<file path="config.mk">
export PLATFORM = sky130hd
export DESIGN_NAME = hwpe_stream_addrgen_3d
export DESIGN_NICKNAME = d
export VERILOG_FILES = /design/src/rtl/hwpe_stream_package.sv /design/src/rtl/hwpe_stream_addrgen_3d.sv
export SDC_FILE = /design/constraint.sdc
export NUM_CORES = 2
export LEC_CHECK = 0
export ABC_AREA = 0
export BUFFER_PORTS_ARGS = -buffer_cell sky130_fd_sc_hd__buf_2
export CORE_MARGIN = 2
export CORE_UTILIZATION = 43
export CTS_CLUSTER_DIAMETER = 150
export CTS_CLUSTER_SIZE = 12
export DETAILED_ROUTE_END_ITERATION = 8
export HOLD_SLACK_MARGIN = 0.1
export PLACE_DENSITY_LB_ADDON = 0.3
export SLEW_MARGIN = 20
export SYNTH_ARGS = -nofsm -noshare
export SYNTH_HDL_FRONTEND = slang
export SYNTH_SLANG_ARGS = --single-unit
export TNS_END_PERCENT = 50
</file>
<file path="constraint.sdc">
create_clock -name clk_i -period 11.45 [get_ports clk_i]
set_input_delay 0 -clock clk_i [delete_from_list [all_inputs] [get_ports clk_i]]
set_output_delay 0 -clock clk_i [all_outputs]
set_load 0.02 [all_outputs]
</file>
<file path="src/rtl/hwpe_stream_package.sv">
// rtl/hwpe_stream_package.sv - shared HWPE stream types: address generator job descriptor, flags and 3D state
package hwpe_stream_package;

   // Job descriptor for the strided address generators. Strides are two's complement.
   typedef struct packed {
      logic [31:0] base_addr;
      logic [31:0] tot_len;
      logic [31:0] d0_len;
      logic [31:0] d0_stride;
      logic [31:0] d1_len;
      logic [31:0] d1_stride;
      logic [31:0] d2_stride;
      logic [1:0]  dim_enable_1h;
   } ctrl_addressgen_v3_t;

   typedef struct packed {
      logic done;
   } flags_addressgen_v3_t;

   typedef enum logic [1:0] {
      AG3D_IDLE,
      AG3D_RUN,
      AG3D_DONE
   } state_addrgen_3d_t;

endpackage

</file>
<file path="src/rtl/hwpe_stream_addrgen_3d.sv">
// rtl/hwpe_stream_addrgen_3d.sv - three-dimensional strided word address generator
//
// Ports:
//   clk_i, rst_ni   clock, synchronous active-low reset
//   clear_i         synchronous soft clear, same effect as reset
//   start_i, ctrl_i job start (honoured in IDLE only) and descriptor latched with it
//   addr_o          registered byte address of the current word
//   addr_valid_o    addr_o valid; addr_ready_i consumer accepts it
//   busy_o          job in progress (RUN or DONE)
//   flags_o.done    one-cycle pulse at job end
module hwpe_stream_addrgen_3d
   import hwpe_stream_package::*;
(
   input  logic                 clk_i,
   input  logic                 rst_ni,
   input  logic                 clear_i,
   input  logic                 start_i,
   input  ctrl_addressgen_v3_t  ctrl_i,
   output logic [31:0]          addr_o,
   output logic                 addr_valid_o,
   input  logic                 addr_ready_i,
   output logic                 busy_o,
   output flags_addressgen_v3_t flags_o
);

   state_addrgen_3d_t   state;
   ctrl_addressgen_v3_t cfg;

   logic [31:0] d0_acc, d1_acc, d2_acc;
   logic [31:0] d0_cnt, d1_cnt, word_cnt;

   logic [31:0] d0_acc_n, d1_acc_n, d2_acc_n;
   logic [31:0] d0_cnt_n, d1_cnt_n;
   logic [31:0] addr_n;
   logic        d0_wrap, d1_wrap;
   logic        handshake, last_word;

   assign handshake = addr_valid_o & addr_ready_i;
   assign last_word = (word_cnt == cfg.tot_len - 32'd1);

   // Next counter/accumulator values for the word after the one being handed over.
   // The address adder sits here so addr_o is loaded already summed, keeping
   // one address per cycle across wraps.
   always_comb begin
      d0_wrap  = cfg.dim_enable_1h[0] && (cfg.d0_len != 32'd0) &&
                 (d0_cnt == cfg.d0_len - 32'd1);
      d1_wrap  = cfg.dim_enable_1h[1] && (cfg.d1_len != 32'd0) &&
                 (d1_cnt == cfg.d1_len - 32'd1);
      d0_acc_n = d0_acc;
      d1_acc_n = d1_acc;
      d2_acc_n = d2_acc;
      d0_cnt_n = d0_cnt;
      d1_cnt_n = d1_cnt;
      if (!d0_wrap) begin
         d0_cnt_n = d0_cnt + 32'd1;
         d0_acc_n = d0_acc + cfg.d0_stride;
      end else begin
         d0_cnt_n = 32'd0;
         d0_acc_n = 32'd0;
         if (d1_wrap) begin
            d1_cnt_n = 32'd0;
            d1_acc_n = 32'd0;
            d2_acc_n = d2_acc + cfg.d2_stride;
         end else begin
            d1_cnt_n = d1_cnt + 32'd1;
            d1_acc_n = d1_acc + cfg.d1_stride;
         end
      end
      addr_n = cfg.base_addr + d2_acc_n + d1_acc_n + d0_acc_n;
   end

   always_ff @(posedge clk_i) begin
      if (!rst_ni || clear_i) begin
         state        <= AG3D_IDLE;
         cfg          <= '0;
         d0_acc       <= 32'd0;
         d1_acc       <= 32'd0;
         d2_acc       <= 32'd0;
         d0_cnt       <= 32'd0;
         d1_cnt       <= 32'd0;
         word_cnt     <= 32'd0;
         addr_o       <= 32'd0;
         addr_valid_o <= 1'b0;
         busy_o       <= 1'b0;
         flags_o      <= '0;
      end else begin
         flags_o.done <= 1'b0;
         case (state)
            AG3D_IDLE: begin
               if (start_i) begin
                  d0_acc   <= 32'd0;
                  d1_acc   <= 32'd0;
                  d2_acc   <= 32'd0;
                  d0_cnt   <= 32'd0;
                  d1_cnt   <= 32'd0;
                  word_cnt <= 32'd0;
                  busy_o   <= 1'b1;
                  if (ctrl_i.tot_len != 32'd0) begin
                     cfg          <= ctrl_i;
                     addr_o       <= ctrl_i.base_addr;
                     addr_valid_o <= 1'b1;
                     state        <= AG3D_RUN;
                  end else begin
                     flags_o.done <= 1'b1;
                     state        <= AG3D_DONE;
                  end
               end
            end
            AG3D_RUN: begin
               if (handshake) begin
                  if (last_word) begin
                     addr_valid_o <= 1'b0;
                     flags_o.done <= 1'b1;
                     state        <= AG3D_DONE;
                  end else begin
                     d0_acc   <= d0_acc_n;
                     d1_acc   <= d1_acc_n;
                     d2_acc   <= d2_acc_n;
                     d0_cnt   <= d0_cnt_n;
                     d1_cnt   <= d1_cnt_n;
                     word_cnt <= word_cnt + 32'd1;
                     addr_o   <= addr_n;
                  end
               end
            end
            AG3D_DONE: begin
               busy_o <= 1'b0;
               state  <= AG3D_IDLE;
            end
            default: begin
               state <= AG3D_IDLE;
            end
         endcase
      end
   end

endmodule

</file>
After elaboration in Yosys (flattened, before gate mapping)
Cells that the tools add are included.
W data, S select, Z words.
- flip-flop bits (word level): 455
- input bits: 231
- add/sub/neg operators: 12
- equality and inequality tests: 11
- multiplexer cells: 49
- bitwise operators: 1
- reductions and logical operators: 19
- operators by type and width (kind ; count):
    $mux W32 ; 25
    $pmux W32 S2 ; 7
    $add A32 B32 Y32 ; 6
    $add A32 B1 Y32 const B ; 3
    $eq A32 B32 Y1 ; 3
    $reduce_bool A32 Y1 ; 3
    $sub A32 B1 Y32 const B ; 3
    $reduce_and A5 Y1 ; 3
    $ne A2 B2 Y1 const B ; 6
    $mux W1 ; 9
    $mux W2 ; 4
    $pmux W1 S2 ; 3
    $reduce_and A3 Y1 ; 2
    $logic_and A1 B1 Y1 ; 4
    $pmux W2 S2 ; 1
    $reduce_and A4 Y1 ; 1
    $reduce_bool A2 Y1 ; 2
    $eq A2 B1 Y1 const B ; 1
    $eq A2 B2 Y1 const B ; 1
    $logic_not A2 Y1 ; 1
    $reduce_and A2 Y1 ; 1
    $and A1 B1 Y1 ; 1
    $logic_not A1 Y1 ; 1
    $logic_or A1 B1 Y1 ; 1

Depth between registers and ports, before layout
- depth after elaboration: 11
- gate-level depth with buffers: 33
- gate-level depth less buffers: 30

Worst setup path after synthesis
Ideal clock, no wire load.
- kind: flip-flop to flip-flop
- from: register cfg[132] in the netlist's numbering
- to: register addr_o[31]
- arrival time: 7.080 ns
- required time: 11.318 ns
- setup slack: 4.237 ns
- stages on the path, launching flop included: 32
- buffers on the path: 6
- period minus slack after synthesis: 7.213 ns
- cells stage by stage: dfxtp_1 buf_6 or4_4 buf_6 or4_4 or4_1 a21oi_1 a41o_2 nor2_1 or4_1 buf_2 clkbuf_1 clkbuf_1 clkbuf_1 nand2_1 fa_1 fa_1 inv_1 ha_1 inv_1 fa_1 nor2b_1 o21a_1 o21ai_0 a21oi_1 o211ai_1 a31oi_1 o221ai_1 a21oi_1 nand3_1 nand4_1 or3b_2
- cells in the longest elaborated chain, start to end: 10
- elaborated cells between the ends (all ways): 14
- RTL lines (item ; line ; text):
    start: declaration ; hwpe_stream_addrgen_3d.sv:27 ; ctrl_addressgen_v3_t cfg;
    start signal: assignment ; hwpe_stream_addrgen_3d.sv:99 ; cfg <= ctrl_i;
    $sub A32 B1 Y32 or $reduce_bool A32 Y1 (tied branches) ; hwpe_stream_addrgen_3d.sv:46, hwpe_stream_addrgen_3d.sv:45 ;
    $eq A32 B32 Y1 or $logic_and A1 B1 Y1 (tied branches) ; hwpe_stream_addrgen_3d.sv:46, hwpe_stream_addrgen_3d.sv:45 ;
    $logic_and A1 B1 Y1 * ; hwpe_stream_addrgen_3d.sv:45 ; d0_wrap = cfg.dim_enable_1h[0] && (cfg.d0_len != 32'd0) &&
    $mux W32 ; hwpe_stream_addrgen_3d.sv:54 ; if (!d0_wrap) begin
    $add A32 B32 Y32 (2 in series) ; hwpe_stream_addrgen_3d.sv:69 ; addr_n = cfg.base_addr + d2_acc_n + d1_acc_n + d0_acc_n;
    $add A32 B32 Y32 * ; hwpe_stream_addrgen_3d.sv:69 ;
    $mux W32 * ; hwpe_stream_addrgen_3d.sv:111 ; if (last_word) begin
    $mux W32 * ; hwpe_stream_addrgen_3d.sv:110 ; if (handshake) begin
    $pmux W32 S2 * ; hwpe_stream_addrgen_3d.sv:88 ; case (state)
    end signal: assignment ; hwpe_stream_addrgen_3d.sv:100 ; addr_o <= ctrl_i.base_addr;
    end signal: assignment ; hwpe_stream_addrgen_3d.sv:122 ; addr_o <= addr_n;
    end: declaration ; hwpe_stream_addrgen_3d.sv:19 ; output logic [31:0] addr_o,
Mark *: on every way between the ends. The rest lies on a longest branch, timed or not. The select of a mux whose other input is x is not followed.
A chain may end at the register's enable or synchronous reset.

Worst setup path after layout
- from: register cfg[143] in the netlist's numbering
- to: register addr_o[31]
Same word-level chain as after synthesis.

==> impl_metrics.yaml <==
worst_setup_path:
  arrival_ns: 9.01
  crit_required_ns: 11.90
  cp_max_fo: 63
  critPathKind: "reg2reg"
  critPathCaptureType: "flip-flop"
  critPathLaunchType: "flip-flop"
cts:
  cts_tree: "built"
  clk_path_buf_depth: 3
  numCtsBuffers: 43
  htreeDepth: 2
  clk_latency_ns: 0.59
  path_clk_slew_ns: 0.06
  cts.sinks: 455
  root_buffer: "clkbuf_16"
  postCtsSetupRepairBufs: 0
sta:
  hold_violations: 0
  setup_viol: 0
  worst_pin_slew_ns: 1.09
  finalSetupTns_ns: 0
  max_freq_mhz: 117
  rsz0062_at_grt: "false"
  min_period_over_period: 0.747
  layout_min_cycle_time_ns: 8.56
  slew_violations: 0
  fin_skew_ns: 0.0319
  relSlewSlack: 0.274
detailed_routing:
  wl_per_cell_um: 18.0
  first_pass_iters: 5
  vias: 27377
  drtAntennaViolNets: 0
  wl_mm: 89.1
  vias_per_cell: 5.54
  drt_iter0_drc: 1957
  drcViolationCount: 0
yosys:
  yosys-top-cells-area: "dfxtp_1, nand2_1, a21oi_1"
  synth_top_flop_cell: "dfxtp_1"
  syn-num-nets: 4135
  ys_types: 85
  synth_edf_count: 0
  synth_top_area_share: 0.318
  yosys_register_bits: 455
  synthCells: 3707
  seq_area_frac_synth: 0.318
  yosysWarnings: 0
  synth_largest_area_cell: "dfxtp_1"
  syn_avg_cell_area_um2: 7.73
  ys_async_sr_fraction: 0
  synth_area_mm2: 0.0287
place:
  gp_congestion: 0.943
  portBuffers: 265
  dpl.hpwl_mm: 64.3
  dp.cells: 4664
min_path:
  hp-class: "in2reg"
die:
  coreArea_mm2: 0.0659
  dieArea_mm2: 0.0687
  rows: 94
  initial_core_util: 0.435
  die_width_um: 262
  ios: 266
  die_height_um: 262
layout:
  syn2layout_area_growth_pct: 18.4
  final_cell_mix: "nand2_1, dfxtp_1, a21oi_1, nor2_1, buf_2"
  final_common_cell: "nand2_1"
  fin_cells: 4942
  drive_gt1_frac: 0.0959
  fillCellCount: 6327
  fin_nets: 4505
pwr:
  ir_worst_vdd_uv: 93.5
  leakage_nw: 14.0
  p_per_area_mw_per_mm2: 103
global_routing:
  grt.total_usage: 0.252
  gr-max-usage-layer: "met2"
  grt_max_degree: 87
  use_met3: 0.0296
  grt_pass1_wl_mm: 138
  antenna_found_initial: 1
  gr-total-overflow: 0
  grt_pass1_vias: 26142
  grtUsageMet1: 0.315
  use_met2: 0.432
run_status:
  status: "complete, no violations"
flow_run:
  max_cap_violations: 0
==> worst paths after layout <==
check | to | from | cells past startpoint | slack [ns]
worst max-delay path | addr_o[31] | cfg[143] | 27 | 2.89
worst min-delay path | cfg[4] | ctrl_i[4] | 4 | 0.19
worst max register to register | addr_o[31] | cfg[143] | 27 | 2.89
worst min register to register | cfg[199] | cfg[199] | 2 | 0.45
==> cells in the mapped netlist (66+ instances only) <==
master and number:
nand2_1 662, xnor2_1 160, nor2_1 330, xor2_1 130
clkbuf_1 164, nor3_1 89, o21ai_0 163, a21oi_1 394
dfxtp_1 455, ha_1 132, inv_1 139, nand3_1 66
==> registers in the layout, summed over array words and instances, names as in the netlist <==
| signal | count |
|---|---|
| cfg | 226 |
| addr_o | 32 |
| d0_acc | 32 |
| d0_cnt | 32 |
| d1_acc | 32 |
| d1_cnt | 32 |
| d2_acc | 32 |
| word_cnt | 32 |
| state | 2 |
| addr_valid_o | 1 |
| busy_o | 1 |
| flags_o | 1 |
==> timing repair <==
action / 4_1_cts / 5_1_grt
gates resized for setup: 0 / 0
hold buffers: 232 / 0
hold endpoints to repair: 272 / 0
==> where the power goes <==
group,internal (mW),switching [mW],total (mW)
sequential,1.61,0.0342,1.65
clock,0.663,0.616,1.28
combinational,0.230,0.321,0.551
total,2.51,0.971,3.48
==> worst max-delay path, stage by stage (launching register included) <==
cell	delay, ns
dfxtp_1	0.38
nor4_1	0.75
nand4_1	0.60
o21ai_0	0.43
o21ai_0	0.18
nor4_1	0.37
nand4_1	0.14
or4_2	0.57
buf_4	0.35
or2_2	0.38
buf_4	0.31
mux2i_1	0.33
fa_1	0.43
inv_1	0.06
ha_1	0.15
inv_1	0.06
fa_1	0.43
nor2b_1	0.17
o21a_1	0.15
o21ai_0	0.17
a21oi_1	0.35
o211ai_1	0.22
a31oi_1	0.28
o221ai_1	0.20
a21oi_1	0.22
nand3_1	0.13
nand4_1	0.11
or3b_2	0.44
==> per-stage QoR <==
stage / utilization / worst slack, ns / cell area [um2] / power (mW) / hold slack (ns)
after floorplan: - / 4.24 / 28700 / 2.00 / 0.136
after global placement: 0.463 / 3.16 / 30500 / 2.17 / 0.241
after detailed placement: 0.463 / 3.05 / 30500 / 2.17 / 0.245
after CTS: 0.515 / 3.02 / 33900 / 3.51 / 0.157
after global routing: 0.515 / 2.31 / 33900 / 3.63 / 0.201
final: 0.515 / 2.89 / 33900 / 3.48 / 0.190
==> kinds of logic after synthesis <==
| group | count (synthesis) | synth area share |
|---|---|---|
| compound gates | 903 | 0.193 |
| buf+inv | 337 | 0.0460 |
| flops | 455 | 0.318 |
| mux | 33 | 0.0117 |
| fa+ha+maj | 197 | 0.103 |
| xor+xnor | 290 | 0.0886 |
| simple gates | 1492 | 0.240 |
==> routing by layer <==
| metal | wire length (um) | part of all wire | vias up |
|---|---|---|---|
| li1 | - | - | 13608 |
| met1 | 38200 | 0.43 | 12822 |
| met2 | 42400 | 0.48 | 745 |
| met3 | 4230 | 0.047 | 202 |
| met4 | 4260 | 0.048 | 0 |
| met5 | 0 | 0 | - |
==> final cells by class <==
type | count | area, um2 | area share
clock inverters | 1 | 8.76 | 0.000258
repair buffers | 522 | 3840 | 0.113
diodes | 1 | 2.50 | 0.0000737
multi-input cells | 2915 | 18300 | 0.539
inverters | 140 | 526 | 0.0155
clock buffers | 44 | 1080 | 0.0318
flip-flops and latches | 455 | 9110 | 0.268
well taps | 864 | 1080 | 0.0319
(Power assumes the default switching activity.)
